==> src/rtl/frame_writer_if.sv <==
// Bundle of producer, display-window and frame-memory port A signals for frame_writer.
// The master side belongs to frame_writer; the slave side is the surrounding system.
interface frame_writer_if;
    logic        start;
    logic [19:0] in_data;
    logic        in_valid;
    logic        in_ready;
    logic        ready_sig;
    logic        wait_request;
    logic [15:0] address_a;
    logic [19:0] data_a;
    logic        wren_a;
    logic        busy;
    logic        frame_done;

    modport master (
        input  start, in_data, in_valid, ready_sig, wait_request,
        output in_ready, address_a, data_a, wren_a, busy, frame_done
    );

    modport slave (
        output start, in_data, in_valid, ready_sig, wait_request,
        input  in_ready, address_a, data_a, wren_a, busy, frame_done
    );
endinterface

==> src/rtl/frame_writer.sv <==
// Streams FRAME_WORDS pixel words from a small input FIFO into frame memory port A,
// honouring the display write window (ready_sig) and memory stalls (wait_request).
module frame_writer #(
    parameter int FRAME_WORDS = 49152,
    parameter int FIFO_DEPTH  = 4
) (
    input  logic          clk,
    input  logic          reset,
    frame_writer_if.master bus
);
    localparam int               PTR_W     = $clog2(FIFO_DEPTH);
    localparam logic [PTR_W:0]   DEPTH     = (PTR_W+1)'(FIFO_DEPTH);
    localparam logic [PTR_W:0]   CNT_ONE   = (PTR_W+1)'(1);
    localparam logic [PTR_W-1:0] PTR_ONE   = PTR_W'(1);
    localparam logic [15:0]      LAST_ADDR = 16'(FRAME_WORDS - 1);
    localparam logic [16:0]      FRAME_LEN = 17'(FRAME_WORDS);

    typedef enum logic [1:0] {IDLE, WRITE, DONE} state_t;

    state_t           r_state;
    state_t           w_nextState;
    logic [19:0]      r_fifo [FIFO_DEPTH];
    logic [PTR_W-1:0] r_wrPtr;
    logic [PTR_W-1:0] r_rdPtr;
    logic [PTR_W:0]   r_count;
    logic [16:0]      r_pushCount;
    logic [15:0]      r_addr;
    logic [19:0]      r_data;
    logic             r_wren;

    logic             w_start;
    logic             w_full;
    logic             w_empty;
    logic             w_last;
    logic             w_inReady;
    logic             w_push;
    logic             w_pop;
    logic             w_issue;
    logic             w_chain;
    logic [PTR_W-1:0] w_nextRdPtr;

    always_ff @(posedge clk or negedge reset) begin
        if (!reset) r_state <= IDLE;
        else        r_state <= w_nextState;
    end

    // The head word stays in the FIFO until its write completes, so a chained
    // write needs a second word already resident (occupancy above one).
    always_comb begin
        w_nextState = r_state;
        w_start     = (r_state == IDLE) && bus.start;
        w_full      = (r_count == DEPTH);
        w_empty     = (r_count == '0);
        w_last      = (r_addr == LAST_ADDR);
        w_inReady   = (r_state == WRITE) && !w_full && (r_pushCount < FRAME_LEN);
        w_push      = bus.in_valid && w_inReady;
        w_pop       = r_wren && !bus.wait_request;
        w_issue     = (r_state == WRITE) && !r_wren && !w_empty && bus.ready_sig;
        w_chain     = w_pop && !w_last && (r_count > CNT_ONE) && bus.ready_sig;
        w_nextRdPtr = r_rdPtr + PTR_ONE;
        case (r_state)
            IDLE:    if (bus.start) w_nextState = WRITE;
            WRITE:   if (w_pop && w_last) w_nextState = DONE;
            DONE:    w_nextState = IDLE;
            default: w_nextState = IDLE;
        endcase
    end

    always_ff @(posedge clk) begin
        if (w_push) r_fifo[r_wrPtr] <= bus.in_data;
    end

    always_ff @(posedge clk or negedge reset) begin
        if (!reset) begin
            r_wrPtr     <= '0;
            r_rdPtr     <= '0;
            r_count     <= '0;
            r_pushCount <= '0;
            r_addr      <= '0;
            r_data      <= '0;
            r_wren      <= 1'b0;
        end else begin
            if (w_start) begin
                r_wrPtr     <= '0;
                r_rdPtr     <= '0;
                r_count     <= '0;
                r_pushCount <= '0;
                r_addr      <= '0;
            end else begin
                if (w_push) begin
                    r_wrPtr     <= r_wrPtr + PTR_ONE;
                    r_pushCount <= r_pushCount + 17'd1;
                end
                if (w_pop) r_rdPtr <= w_nextRdPtr;
                if (w_push && !w_pop)      r_count <= r_count + CNT_ONE;
                else if (!w_push && w_pop) r_count <= r_count - CNT_ONE;
                // The address never advances past the last word of the frame.
                if (w_pop && !w_last) r_addr <= r_addr + 16'd1;
            end
            if (w_issue) begin
                r_wren <= 1'b1;
                r_data <= r_fifo[r_rdPtr];
            end else if (w_pop) begin
                r_wren <= w_chain;
                if (w_chain) r_data <= r_fifo[w_nextRdPtr];
            end
        end
    end

    assign bus.in_ready   = w_inReady;
    assign bus.address_a  = r_addr;
    assign bus.data_a     = r_data;
    assign bus.wren_a     = r_wren;
    assign bus.busy       = (r_state != IDLE);
    assign bus.frame_done = (r_state == DONE);
endmodule

==> src/flat_wrapper.sv <==
// flat-port wrapper written by rule: the top's interface ports become plain ports
module frame_writer_flat 
#(
    parameter int FRAME_WORDS = 49152,
    parameter int FIFO_DEPTH  = 4
)
  (clk, reset, bus_start, bus_in_data, bus_in_valid, bus_ready_sig, bus_wait_request, bus_in_ready, bus_address_a, bus_data_a, bus_wren_a, bus_busy, bus_frame_done);
  frame_writer_if bus_i ();
  input  logic clk;
  input  logic reset;
  input wire logic [$bits(bus_i.start)-1:0] bus_start;
  input wire logic [$bits(bus_i.in_data)-1:0] bus_in_data;
  input wire logic [$bits(bus_i.in_valid)-1:0] bus_in_valid;
  input wire logic [$bits(bus_i.ready_sig)-1:0] bus_ready_sig;
  input wire logic [$bits(bus_i.wait_request)-1:0] bus_wait_request;
  output wire logic [$bits(bus_i.in_ready)-1:0] bus_in_ready;
  output wire logic [$bits(bus_i.address_a)-1:0] bus_address_a;
  output wire logic [$bits(bus_i.data_a)-1:0] bus_data_a;
  output wire logic [$bits(bus_i.wren_a)-1:0] bus_wren_a;
  output wire logic [$bits(bus_i.busy)-1:0] bus_busy;
  output wire logic [$bits(bus_i.frame_done)-1:0] bus_frame_done;
  assign bus_i.start = bus_start;
  assign bus_i.in_data = bus_in_data;
  assign bus_i.in_valid = bus_in_valid;
  assign bus_i.ready_sig = bus_ready_sig;
  assign bus_i.wait_request = bus_wait_request;
  assign bus_in_ready = bus_i.in_ready;
  assign bus_address_a = bus_i.address_a;
  assign bus_data_a = bus_i.data_a;
  assign bus_wren_a = bus_i.wren_a;
  assign bus_busy = bus_i.busy;
  assign bus_frame_done = bus_i.frame_done;
  frame_writer #(.FRAME_WORDS(FRAME_WORDS), .FIFO_DEPTH(FIFO_DEPTH)) u_core (.clk(clk), .reset(reset), .bus(bus_i));
endmodule
==> config.mk <==
export PLATFORM = sky130hd
export DESIGN_NAME = frame_writer_flat
export DESIGN_NICKNAME = d
export VERILOG_FILES = /design/src/rtl/frame_writer_if.sv /design/src/rtl/frame_writer.sv /design/src/flat_wrapper.sv
export SDC_FILE = /design/constraint.sdc
export NUM_CORES = 1
export LEC_CHECK = 0
export CAP_MARGIN = 0
export CORE_MARGIN = 3
export CORE_UTILIZATION = 26
export CTS_CLUSTER_DIAMETER = 50
export DETAILED_ROUTE_END_ITERATION = 16
export PLACE_DENSITY_LB_ADDON = 0.25
export SLEW_MARGIN = 20
export SYNTH_ARGS = -nofsm -noshare
export SYNTH_HDL_FRONTEND = slang
export SYNTH_SLANG_ARGS = --single-unit
==> constraint.sdc <==
create_clock -name clk -period 2.9 [get_ports clk]
set_clock_uncertainty 0.2 [all_clocks]
set_input_delay 0.58 -clock clk [delete_from_list [all_inputs] [get_ports clk]]
set_output_delay 0.58 -clock clk [all_outputs]
set_load 0.02 [all_outputs]
==> results.md <==
* Mapped Area at 6690 sq um
* Startpoint Class: register
* DR vias/cell at 4.61
* Gpl congestion at 0.749
* CP required at 2.12 ns
* Worst slew margin at 56.5%
* Residual DRC count at 0
* CP arrival at 1.70 ns
* CORE AREA at 25300 sq um
* Layout cell share with drive strength beyond 1 at 18.9%
* Dpl cell area at 7860 sq um
* Number of global-route vias before repair at 4192
* Nets@finish at 579
* Initial Utilization at 26.5%
* Setup CP Type: reg -> out
* Clock sinks at 143
* Compound-Gate Fraction of Synth Area at 3.97%
* RSZ-0062 raised after global routing: false
* XOR/XNOR share of the synthesized area at 3.67%
* Beginning of the worst hold path: u_core.r_state[1]
* Final Slew Violations at 0
* Syn_area_per_cell at 14.5 sq um
* Hold WC Path Type: reg -> reg
* Worst path bufs/invs at 2
* Clock-pin slew on the worst setup and hold paths at 0.06 ns
* Diode count at 0
* Global-route wire length before repair at 23.8 mm
* Critical path peak fanout at 5
* Antenna-violating nets left at 0
* Die Y at 166 um
* Max Clock Freq at 403 MHz
* Pwr Total at 8.03 mW
* Synth Instances at 462
* Max-cap viol count at 0
* Status: completed
* Worst reg2reg startpoint: u_core.r_count[0]
* Synth-to-layout area growth at 26.5%
* CTS root buffer: clkbuf_16
* PwrDens at 949 nW/um^2
* Flops & latches, synth at 143
* Clk_lat worst skew at 0.42 ns
* CTS max path bufs at 2
* Area of the die at 27700 sq um
* Routed WL per cell at 16.9 um
* H-tree depth at 4
* Final setup vio count at 0
* Most frequent cells in the layout: edfxtp_1, clkdlybuf4s50_1, dfrtp_1, nor2_1, mux4_2
* Yosys synthesis warning count at 0
* Worst hold path depth at 1
* Leak Pwr at 3.05 nW
* DRT Pass-1 Iters at 4
* Slew @ Worst Pin at 0.653 ns
* Multi-input gate area in the final layout at 2540 sq um
* Setup crit end kind: output port
* Multiplexer area fraction after synthesis at 16.6%
* Worst reg-to-reg path cell count at 8
* Fin crit period at 2.48 ns
* Sequential cell area at 3980 sq um
* Syn Nets at 499
* Grt ovf at 0
* Finished Core Util at 33.5%
* Synth unique cells at 47
* CTS Buf Count at 17
* Initial antenna violation count at 0
* Cell depth of the worst setup path at 5
* Critical R2R Capture: u_core.r_count[2]
* Hold_ws at 0.270 ns
* Largest family of logic cells by synthesized area: multiplexers
* Seq/Total Area, Yosys at 59.5%
* Most common cell after layout, fill and taps aside: edfxtp_1
* R2r setup slk at 0.69 ns
* Via count at 4077
* DP HPWL at 9.47 mm
* Period Utilization, post-route at 85.6%
* Crit-path max cell delay at 0.42 ns
* IO buf count at 65
* Hold Fails Final Rpt at 0
* Post-route design area at 8460 sq um
* TNS Setup at 0 ns
* First DRT Iteration DRCs at 240
* Fillers at 2476
* Io pins at 66
* CP max-delay cell: dfrtp_1
* Hold Path End: u_core.r_state[0]
* Largest net degree at the start of global routing at 64
* # rows at 58
* Synth Area in Adders at 2.06%
* Crit-path cells: inv_1, ha_1, nand2_1, and3_1, dlymetal6s2s_1
* Total Routing Usage GR at 11.1%
* Die width at 166 um
* Total Routed Length at 14.9 mm
* Maximum vdd drop at 0.000384 V
* Delay-heaviest family, CP: flip-flops
* Post-CTS Setup Bufs at 0
* Post-Synth Simple-Gate Area at 11.6%
* CTS tree: yes
-- kinds of logic after synthesis --
logic type	Yosys count
AOI/OAI and AO/OA	46
xor gates and xnor gates	28
adders and majority gates	11
buffers and inverters	35
DFF	143
muxes	61
and+or+nand+nor	138
-- state kept, by name, summed over array words and instances (netlist names), 2 cells and up --
register,flops
u_core.r_count,3
u_core.r_rdPtr,2
u_core.r_wrPtr,2
u_core.bus.address_a,16
u_core.r_pushCount,17
u_core.bus.data_a,20
u_core.r_state,2
u_core.r_fifo,80
-- cell usage after synthesis (all sizes together) --
cell,number,share of area [%]
nor4,6,1.1
and4,3,0.41
and3,3,0.28
inv,12,0.67
o21ba,1,0.15
xnor2,24,3.1
and2b,1,0.11
xor2,4,0.52
buf,11,1.3
dfrtp,63,24
a21oi,31,2.4
nor2b,3,0.28
o211ai,1,0.11
nor2,57,3.2
clkbuf,11,0.62
mux2i,21,3.1
a41o,2,0.30
nor3,9,0.99
and2,6,0.56
nand4,6,1.0
nand3,14,1.3
o21ai,6,0.45
nand2b,2,0.19
a31oi,3,0.28
nand2,19,1.1
edfxtp,80,36
or3,3,0.28
ha,11,2.1
o31ai,1,0.11
a311oi,1,0.13
clkinv,1,0.056
nor4b,2,0.26
and4bb,1,0.19
nand4b,1,0.13
mux4,40,13
nor3b,2,0.22
-- layer usage --
| layer | wire, um | track usage [%] | vias to the layer above | share of wire (%) |
|---|---|---|---|---|
| met2 | 7560 | 18.6 | 80 | 51 |
| met1 | 6460 | 13.8 | 2091 | 43 |
| met3 | 713 | 3.45 | 15 | 4.8 |
| met5 | 0 | 0 | - | 0 |
| met4 | 189 | 3.41 | 0 | 1.3 |
| li1 | - | - | 1891 | - |
-- power breakdown --
part,internal (mW),switching [mW]
registers,2.67,0.471
clock network,1.31,0.894
logic,1.44,1.25
-- how the worst max path moves through the flow --
stage	start	to	slack, ns
detailed placement	bus_wait_request	u_core.r_count[2]	0.22
floorplan	u_core.r_count[0]	u_core.r_fifo[0][0]	0.67
CTS	u_core.r_count[0]	bus_in_ready	0.003
global placement	bus_wait_request	u_core.r_count[2]	0.27
global route	u_core.r_count[0]	bus_in_ready	0.32
finish	u_core.r_count[0]	bus_in_ready	0.42
-- what timing repair did --
item | CTS | global route
endpoints found under the setup margin | 0 | 1
resized for setup | 0 | 1
hold endpoints to repair | 49 | 0
hold buffers | 1 | 0
-- final cells by class --
| type | instances | area share (%) |
|---|---|---|
| Clock inverter | 13 | 1.76 |
| Multi-Input combinational cell | 284 | 30.0 |
| Inverter | 13 | 0.577 |
| Clock buffer | 19 | 5.23 |
| Sequential cell | 143 | 47.0 |
| Tap cell | 330 | 4.88 |
| Timing Repair Buffer | 83 | 10.5 |
-- per-stage QoR --
step / cells / setup slack, ns
final: 885 / 0.419
after global routing: 885 / 0.321
after CTS: 885 / 0.00270
after detailed placement: 852 / 0.218
after global placement: 852 / 0.269
after floorplan: 462 / 0.665
Note: power is estimated with default switching activity, not from simulation.
